File: config.mk
export PLATFORM = sky130hd
export DESIGN_NAME = spi_slv16
export DESIGN_NICKNAME = d
export VERILOG_FILES = /design/src/rtl/spi_slv16.sv
export SDC_FILE = /design/constraint.sdc
export NUM_CORES = 1
export LEC_CHECK = 0
export BUFFER_PORTS_ARGS = -buffer_cell sky130_fd_sc_hd__buf_2
export CAP_MARGIN = 5
export CELL_PAD_IN_SITES_DETAIL_PLACEMENT = 1
export CELL_PAD_IN_SITES_GLOBAL_PLACEMENT = 1
export CORE_ASPECT_RATIO = 0.7
export CORE_MARGIN = 1
export CORE_UTILIZATION = 25
export CTS_BUF_LIST = sky130_fd_sc_hd__clkbuf_8
export DETAILED_ROUTE_END_ITERATION = 12
export PLACE_DENSITY_LB_ADDON = 0.1
export SLEW_MARGIN = 10
export SYNTH_ARGS = -nofsm -noshare
export SYNTH_HDL_FRONTEND = slang
export SYNTH_SLANG_ARGS = --single-unit
File: constraint.sdc
create_clock -name clk -period 1.3 [get_ports clk]
set_input_delay 0.195 -clock clk [delete_from_list [all_inputs] [get_ports clk]]
set_output_delay 0.195 -clock clk [all_outputs]
set_load 0.01 [all_outputs]
File: src/rtl/spi_slv16.sv
// SPI mode-0 responder: shifts a preloaded word out on MISO while capturing MOSI.
// Optional frame-length checking with frm_err is enabled by defining SPI_SLV_FRAME_ERR_EN.
module spi_slv16 #(
  parameter int WIDTH       = 16,
  parameter int SYNC_STAGES = 2
) (
  input  logic             clk,
  input  logic             rst,
  input  logic             wrt,
  input  logic [WIDTH-1:0] tx_data,
  output logic [WIDTH-1:0] rd_data,
  output logic             rdy,
  input  logic             clr_rdy,
`ifdef SPI_SLV_FRAME_ERR_EN
  output logic             frm_err,
`endif
  input  logic             SS_n,
  input  logic             SCLK,
  input  logic             MOSI,
  output logic             MISO
);

  localparam int CW = $clog2(WIDTH + 1);
  localparam logic [CW-1:0] FULL = CW'(WIDTH);

  typedef enum logic {IDLE = 1'b0, SHIFT = 1'b1} state_t;

  state_t state, next_state;

  // Handshake: wrt and clr_rdy are single-cycle strobes; rdy stays high
  // from one clk after frame end until clr_rdy or the next frame start.
  logic [SYNC_STAGES-1:0] ss_sync, sclk_sync, mosi_sync;
  logic ss_hist, sclk_hist, mosi_d;
  logic ss_fall_e, ss_rise_e, sclk_rise_e, sclk_fall_e;

  logic [WIDTH-1:0] tx_buf, shft_reg, shft_next;
  logic [CW-1:0]    bit_cnt;
  logic             mosi_smpl, pend, rdy_set;

  logic ss_s, sclk_s, mosi_s;
  assign ss_s   = ss_sync[SYNC_STAGES-1];
  assign sclk_s = sclk_sync[SYNC_STAGES-1];
  assign mosi_s = mosi_sync[SYNC_STAGES-1];

  // Synchronizers, history flops and registered edge events. SS_n resets
  // high so leaving reset never looks like a select edge.
  always_ff @(posedge clk) begin
    if (rst) begin
      ss_sync     <= '1;
      sclk_sync   <= '0;
      mosi_sync   <= '0;
      ss_hist     <= 1'b1;
      sclk_hist   <= 1'b0;
      mosi_d      <= 1'b0;
      ss_fall_e   <= 1'b0;
      ss_rise_e   <= 1'b0;
      sclk_rise_e <= 1'b0;
      sclk_fall_e <= 1'b0;
    end else begin
      ss_sync     <= {ss_sync[SYNC_STAGES-2:0], SS_n};
      sclk_sync   <= {sclk_sync[SYNC_STAGES-2:0], SCLK};
      mosi_sync   <= {mosi_sync[SYNC_STAGES-2:0], MOSI};
      ss_hist     <= ss_s;
      sclk_hist   <= sclk_s;
      mosi_d      <= mosi_s;
      ss_fall_e   <= ss_hist & ~ss_s;
      ss_rise_e   <= ~ss_hist & ss_s;
      sclk_rise_e <= ~sclk_hist & sclk_s;
      sclk_fall_e <= sclk_hist & ~sclk_s;
    end
  end

  always_ff @(posedge clk) begin
    if (rst) state <= IDLE;
    else     state <= next_state;
  end

  always_comb begin
    next_state = state;
    case (state)
      IDLE:    if (ss_fall_e) next_state = SHIFT;
      SHIFT:   if (ss_rise_e) next_state = IDLE;
      default: next_state = IDLE;
    endcase
  end

  // A rise not yet followed by a fall still owes one shift at frame end.
  assign shft_next = pend ? {shft_reg[WIDTH-2:0], mosi_smpl} : shft_reg;
  assign MISO      = (state == SHIFT) ? shft_reg[WIDTH-1] : 1'b0;

  always_ff @(posedge clk) begin
    if (rst) begin
      tx_buf    <= '0;
      shft_reg  <= '0;
      bit_cnt   <= '0;
      mosi_smpl <= 1'b0;
      pend      <= 1'b0;
      rd_data   <= '0;
      rdy       <= 1'b0;
      rdy_set   <= 1'b0;
`ifdef SPI_SLV_FRAME_ERR_EN
      frm_err   <= 1'b0;
`endif
    end else begin
      rdy_set <= 1'b0;
      if (wrt) tx_buf <= tx_data;
      if (rdy_set)      rdy <= 1'b1;
      else if (clr_rdy) rdy <= 1'b0;
`ifdef SPI_SLV_FRAME_ERR_EN
      if (clr_rdy) frm_err <= 1'b0;
`endif
      case (state)
        IDLE: begin
          if (ss_fall_e) begin
            shft_reg <= wrt ? tx_data : tx_buf;
            bit_cnt  <= '0;
            pend     <= 1'b0;
            if (!rdy_set) rdy <= 1'b0;
`ifdef SPI_SLV_FRAME_ERR_EN
            frm_err  <= 1'b0;
`endif
          end
        end
        SHIFT: begin
          if (ss_rise_e) begin
            shft_reg <= shft_next;
            pend     <= 1'b0;
`ifdef SPI_SLV_FRAME_ERR_EN
            if (bit_cnt != FULL) begin
              frm_err <= 1'b1;
            end else begin
              rd_data <= shft_next;
              rdy_set <= 1'b1;
            end
`else
            rd_data <= shft_next;
            rdy_set <= 1'b1;
`endif
          end else if (sclk_rise_e) begin
            mosi_smpl <= mosi_d;
            pend      <= 1'b1;
            if (bit_cnt != FULL) bit_cnt <= bit_cnt + 1'b1;
          end else if (sclk_fall_e && pend) begin
            shft_reg <= {shft_reg[WIDTH-2:0], mosi_smpl};
            pend     <= 1'b0;
          end
        end
        default: ;
      endcase
    end
  end

endmodule

==> results of run 1 <==
==> power by group <==
part,switching [mW],leakage (nW),internal (mW)
logic,0.177,0.839,0.163
clock network,0.787,0.113,0.967
registers,0.0267,0.540,2.08
total,0.990,1.49,3.21
==> per-layer routing <==
metal	share of wire [%]	vias to the layer above	global-route usage, %
met5	0	-	0
met4	1.2	0	5.00
met3	3.3	9	4.46
met2	43	36	18.7
met1	52	1056	19.9
li1	-	1099	-
==> layout make-up <==
| type | instances | area (sq um) |
|---|---|---|
| clock inverters | 5 | 46.3 |
| flip-flops and latches | 66 | 1330 |
| clock buffers | 11 | 151 |
| inverters | 5 | 18.8 |
| well taps | 148 | 185 |
| fillers | 1196 | 6870 |
| repair buffers | 63 | 459 |
| multi-input cells | 192 | 1490 |
==> path summary, 6_finish.rpt <==
path,slack [ns],from,endpoint,cells after the start
max,-0.04,sclk_rise_e$_SDFF_PP0_,shft_reg[1]$_SDFFE_PP0P_,3
min,0.02,SS_n,ss_sync[0]$_SDFF_PP1_,2
min reg2reg,0.41,sclk_hist$_SDFF_PP0_,sclk_rise_e$_SDFF_PP0_,1
max reg2reg,-0.04,sclk_rise_e$_SDFF_PP0_,shft_reg[1]$_SDFFE_PP0P_,3
==> timing repair <==
action / 4_1_cts / 5_1_grt
cloned: 0 / 2
hold buffers: 0 / 0
gates resized for setup: 5 / 32
setup endpoints to repair: 32 / 31
buffers inserted: 0 / 0
pin swaps: 1 / 18
==> cells in the mapped netlist (all sizes together), types with 2 or more instances <==
cell	number	share of area [%]
o22ai	2	0.45
clkbuf	11	1.5
nor4bb	2	0.72
o32ai	14	4.4
and2	16	3.6
mux2i	47	17
dfxtp	66	48
nand2	17	2.3
nor2b	9	2.0
inv	4	0.54
or2	3	0.68
a221o	2	0.72
nor2	36	4.9
buf	10	2.4
nand2b	18	4.1
a211oi	17	4.6
==> worst max-delay path, cell delays in order, from the launching register on <==
cell      delay [ns]
dfxtp_2         0.33
nand4b_1        0.28
a31o_4          0.37
o32ai_2         0.28
==> kinds of logic after synthesis <==
kind of cell           count (synthesis)  share of synthesized area [%]
AO/OA/AOI/OAI                         38                           11.0
buffers and inverters                 26                           4.53
AND/OR/NAND/NOR                      106                           19.6
flip-flops                            66                           47.8
multiplexers                          47                           17.0
==> reports/metrics.yaml, run 1 <==
die:
  fp-row-count: 31
  fp.dieH_um: 89.9
  core_region_area_sq_mm: 0.0106
  dieWidth_um: 128
  start_util_pct: 26.2
  die-area_sq_mm: 0.0115
  ios: 41
worst_setup_path:
  worstSetupPathType: "flop to flop"
  critPathArrivalTime_ns: 1.60
  cp-end-kind: "flop"
  critPathLaunchType: "flop"
  worstPathRequired_ns: 1.56
  path_max_fanout: 8
final_layout:
  area_growth_pct: 33.3
  final_util_pct: 34.9
  fin_cells: 490
  drive_gt1_share_pct: 31.9
  final_common_cell: "dfxtp_1"
  final_cell_area_sq_mm: 0.00368
  mostFrequentLayoutCells: "dfxtp_1 (61), mux2i_1 (47), buf_2 (40), nor2_1 (36)"
  diodes: 0
  fin_nets: 360
pwr:
  ir_worst_vdd_mv: 0.420
  power_mw: 4.20
  powerDensity_mw_per_mm2: 1140
  p_leak_nw: 1.49
routing:
  firstDrtPassIters: 4
  via_per_inst: 4.49
  avgRoutedWirePerCell_um: 15.9
  totalWireLength_mm: 7.78
  postRouteAntennaNets: 0
  drt_iter0_drc: 42
  drc: 0
  via_count: 2200
global_routing:
  grt_pass1_vias: 2204
  gr-usage-all-layers_pct: 13.8
  antenna_found_initial: 0
  grt_pass1_wl_mm: 11.8
  overflow: 0
  grt_start_max_net_pins: 33
status:
  failed_checks: "negative setup slack"
  status: "finished, violations left"
timing:
  setup_slack_ns: -0.0426
  rsz0062_at_grt: "yes"
  tns_ns: -0.107
  fin_crit_ns: 1.34
  fmax_ghz: 0.745
  hold_slack_ns: 0.0203
  fin_crit_sh_pct: 103
  clock-skew-final_ns: 0.00559
  slew_violations: 0
  tightest_slew_ns: 0.470
  maxSlewHeadroom_pct: 68.6
  finalSetupViolations: 6
  finalHoldViolCount: 0
clocking:
  htree_num_levels: 3
  clockRootBuffer: "clkbuf_8"
  cts.sinks: 66
  path_clk_slew_ns: 0.07
  numCtsBuffers: 9
  cts_tree: "done"
  clk_latency_ns: 0.35
  cts.path.max_buffers: 2
logic_synthesis:
  ys_types: 28
  synth_edf_count: 0
  synth_seq_cells: 66
  ys.flop_type: "dfxtp_1"
  yosysWarnings: 0
  syn_inst: 283
  ys_seq_area_share_pct: 47.8
  async_flop_share_pct: 0
  synth_fp_nets: 306
  syn_avg_cell_area_sq_um: 9.76
  synth_area_sq_mm: 0.00276
place:
  post-place-ws_ns: -0.145
  place_hpwl_mm: 5.19
  placedCellCount: 472
  gp_congestion: 0.714
  placed_cell_area_sq_mm: 0.00326
  io_buffers: 40
run:
  maxCapViolCount: 0
worst_hold_path:
  hp-class: "primary input to flop"
No activity file was read; power rests on OpenSTA's default activity.
==> run 2, diff against run 1 <==
--- a/config.mk
+++ b/config.mk
@@ -11,9 +11,10 @@
 export CELL_PAD_IN_SITES_GLOBAL_PLACEMENT = 1
 export CORE_ASPECT_RATIO = 0.7
 export CORE_MARGIN = 1
-export CORE_UTILIZATION = 25
+export CORE_UTILIZATION = 41
 export CTS_BUF_LIST = sky130_fd_sc_hd__clkbuf_8
 export DETAILED_ROUTE_END_ITERATION = 12
+export HOLD_SLACK_MARGIN = 0.1
 export PLACE_DENSITY_LB_ADDON = 0.1
 export SLEW_MARGIN = 10
 export SYNTH_ARGS = -nofsm -noshare
==> run 2 against run 1 <==
  * The flow still finishes with violations (negative setup slack)
  * Largest power group is now the clock network
  * Die area is 38% lower
  * Fmax is 3.1% higher
  * Sequential power hardly changed
  * Combinational power is 7.4% higher
  * Global-route usage is 7.1 points higher
  * Critical endpoint is now shft_reg[10]$_SDFFE_PP0P_
  * Clock-buffer cell count is 1 lower
  * Setup slack better by 0.040 ns
  * Clock power is 22% higher
  * Power is 9.7% higher
  * Non-clock buffer count is 9 higher
  * Utilization is 24 points higher
==> reports/metrics.yaml, run 2 (same netlist as run 1, synthesis figures left out) <==
die:
  fp-row-count: 24  # -23%
  start_util_pct: 43.4  # +17 points
  core_region_area_sq_mm: 0.00637  # -40%
  fp.dieH_um: 70.7  # -21%
  die-area_sq_mm: 0.00707  # -38%
  ios: 41  # unchanged
  dieWidth_um: 100  # -22%
worst_setup_path:
  r2r_cells: 3  # unchanged
  path_max_fanout: 8  # unchanged
  rrSetupSlack_ns: -0.003  # +0.04 ns
  worstSetupPathType: "flop to flop"
  worstPathRequired_ns: 1.55  # about the same
  rr_startpoint: "pend$_SDFFE_PP0P_"
  critPathArrivalTime_ns: 1.55  # -0.05 ns
  cp-end-kind: "flop"
  rr_endpoint: "shft_reg[10]$_SDFFE_PP0P_"
  critPathLaunchType: "flop"
status:
  failed_checks: "negative setup slack"
  status: "finished, violations left"
final_layout:
  diodes: 0  # unchanged
  regArea_sq_mm: 0.00133  # -0.19%
  nFillCells: 707  # -41%
  area_growth_pct: 35.7
  mostFrequentLayoutCells: "dfxtp_1 (63), mux2i_1 (45), buf_2 (39), nor2_1 (36)"
  final_common_cell: "dfxtp_1"
  final_cell_area_sq_mm: 0.00375  # +1.8%
  multi_input_area_sq_mm: 0.00148  # -0.92%
  fin_nets: 369  # +2.5%
  drive_gt1_share_pct: 31.1  # -0.82 points
clocking:
  cts.path.max_buffers: 2  # unchanged
  clockRootBuffer: "clkbuf_8"
  numCtsBuffers: 9  # unchanged
  cts.sinks: 66  # unchanged
  htree_num_levels: 3  # unchanged
  path_clk_slew_ns: 0.07  # about the same
  cts_tree: "done"
  clk_latency_ns: 0.34  # about the same
pwr:
  internal_power_mw: 3.59  # +12%
  p_seq_share_pct: 45.7  # -4.4 points
  power_mw: 4.60  # +9.7%
  pwr-share-clk_pct: 46.4  # +4.6 points
  ir_worst_vdd_mv: 0.690  # +64%
  combPwrFrac_pct: 7.9  # -0.2 points
  p_leak_nw: 1.53  # +2.4%
  powerDensity_mw_per_mm2: 1230  # +7.8%
  switchingPower_mw: 1.01  # +2.1%
  sw_frac_of_total_pct: 22.0  # -1.6 points
global_routing:
  gr-usage-all-layers_pct: 20.9  # +7.1 points
  grt_pass1_vias: 2233  # +1.3%
  grt_start_max_net_pins: 25  # -24%
  overflow: 0  # unchanged
  antenna_found_initial: 0  # unchanged
  grt_pass1_wl_mm: 11.3  # -4.7%
worst_hold_path:
  hold_path_end: "tx_buf[3]$_SDFF_PP0_"
  hp-class: "primary input to flop"
  holdPathStages: 3  # +1
  holdCritStartpoint: "tx_data[3]"
timing:
  fin_crit_ns: 1.30  # -0.0399 ns
  fmax_ghz: 0.768  # +3.1%
  setup_slack_ns: -0.00275  # +0.0399 ns
  rsz0062_at_grt: "yes"
  maxSlewHeadroom_pct: 83.1  # +15 points
  tightest_slew_ns: 0.246  # -0.224 ns
  finalHoldViolCount: 0  # unchanged
  slew_violations: 0  # unchanged
  finalSetupViolations: 2  # -4
  fin_crit_sh_pct: 100  # -3.1 points
  clock-skew-final_ns: 0.00960  # +0.00401 ns
place:
  place_hpwl_mm: 4.51  # -13%
  io_buffers: 40  # unchanged
  placed_cell_area_sq_mm: 0.00318  # -2.2%
  gp_congestion: 0.761  # +6.6%
routing:
  drt_iter0_drc: 54  # +29%
  avgRoutedWirePerCell_um: 16.0  # +0.54%
  totalWireLength_mm: 7.06  # -9.3%
  drc: 0  # unchanged
  via_per_inst: 5.06  # +13%
  postRouteAntennaNets: 0  # unchanged
  via_count: 2236  # +1.6%
  firstDrtPassIters: 4  # unchanged
run:
  maxCapViolCount: 0  # unchanged
## run 2: cell types whose count changed in the layout (fill, tap and decap cells not counted), moves of 3 or more
cell,before,now
o32ai_2,14,6
dlygate4sd3_1,0,7
o32ai_1,0,7
nand2b_1,17,11
nand2b_4,0,6
a211oi_1,12,17
a211oi_2,5,0
buf_6,3,6
inv_1,7,4
## run 2: how the worst max path moves through the flow
stage / to / slack (ns) / startpoint
6_report: shft_reg[10]$_SDFFE_PP0P_ / -0.003 / pend$_SDFFE_PP0P_
5_1_grt: shft_reg[2]$_SDFFE_PP0P_ / -0.07 / pend$_SDFFE_PP0P_
4_1_cts: shft_reg[8]$_SDFFE_PP0P_ / 0.003 / pend$_SDFFE_PP0P_
3_5_place_dp: shft_reg[8]$_SDFFE_PP0P_ / -0.11 / state$_SDFF_PP0_
3_3_place_gp: shft_reg[2]$_SDFFE_PP0P_ / 0.02 / state$_SDFF_PP0_
2_1_floorplan: shft_reg[10]$_SDFFE_PP0P_ / 0.02 / state$_SDFF_PP0_
## run 2: area by class of cell
type                            count  area share, %
Multi-Input combinational cell    192           39.4
Sequential cell                    66           35.4
Timing Repair Buffer               72           14.9
Clock buffer                       10           3.67
Clock inverter                      6           3.04
Tap cell                           91           3.04
Inverter                            5          0.501
## run 2: repair_timing
| action | 4_1_cts | 5_1_grt |
|---|---|---|
| endpoints found under the hold margin | 7 | 0 |
| gates resized for setup | 11 | 24 |
| buffers inserted | 1 | 1 |
| endpoints found under the setup margin | 25 | 19 |
| pin swaps | 1 | 6 |
| hold buffers | 7 | 0 |
| cloned | 1 | 1 |
## run 2: power groups by stage
stage / logic (mW) / clock network [mW] / registers [mW]
floorplan: 0.193 / 0 / 2.14
global placement: 0.297 / 0 / 2.15
detailed placement: 0.301 / 0 / 2.15
CTS: 0.330 / 2.18 / 2.10
global route: 0.401 / 2.27 / 2.11
finish: 0.365 / 2.14 / 2.10
## run 2: through the flow
step / hold WS, ns / worst slack (ns) / setup TNS, ns / std cells / util, %
final: 0.112 / -0.00275 / -0.00385 / 442 / 58.8
after CTS: 0.101 / 0.00268 / 0 / 440 / 56.1
after floorplan: 0.274 / 0.0202 / 0 / 283 / -
after global placement: 0.380 / 0.0157 / 0 / 415 / 50.0
after detailed placement: 0.391 / -0.108 / -0.582 / 415 / 50.0
after global routing: 0.108 / -0.0734 / -0.748 / 442 / 58.8
## run 2: worst max-delay path: stages, from the launching register on
cell and delay (ns):
dfxtp_1 0.37, nand4b_1 0.21, a31o_4 0.34, o32ai_1 0.29
## run 2: per-layer routing
metal / up-vias / routed length, um / share of wire (%) / track usage (%)
met2: 34 / 3410 / 48 / 34.4
met4: 0 / 65 / 0.92 / 5.31
li1: 1120 / - / - / -
met1: 1076 / 3340 / 47 / 26.4
met3: 6 / 247 / 3.5 / 7.21
met5: - / 0 / 0 / 0
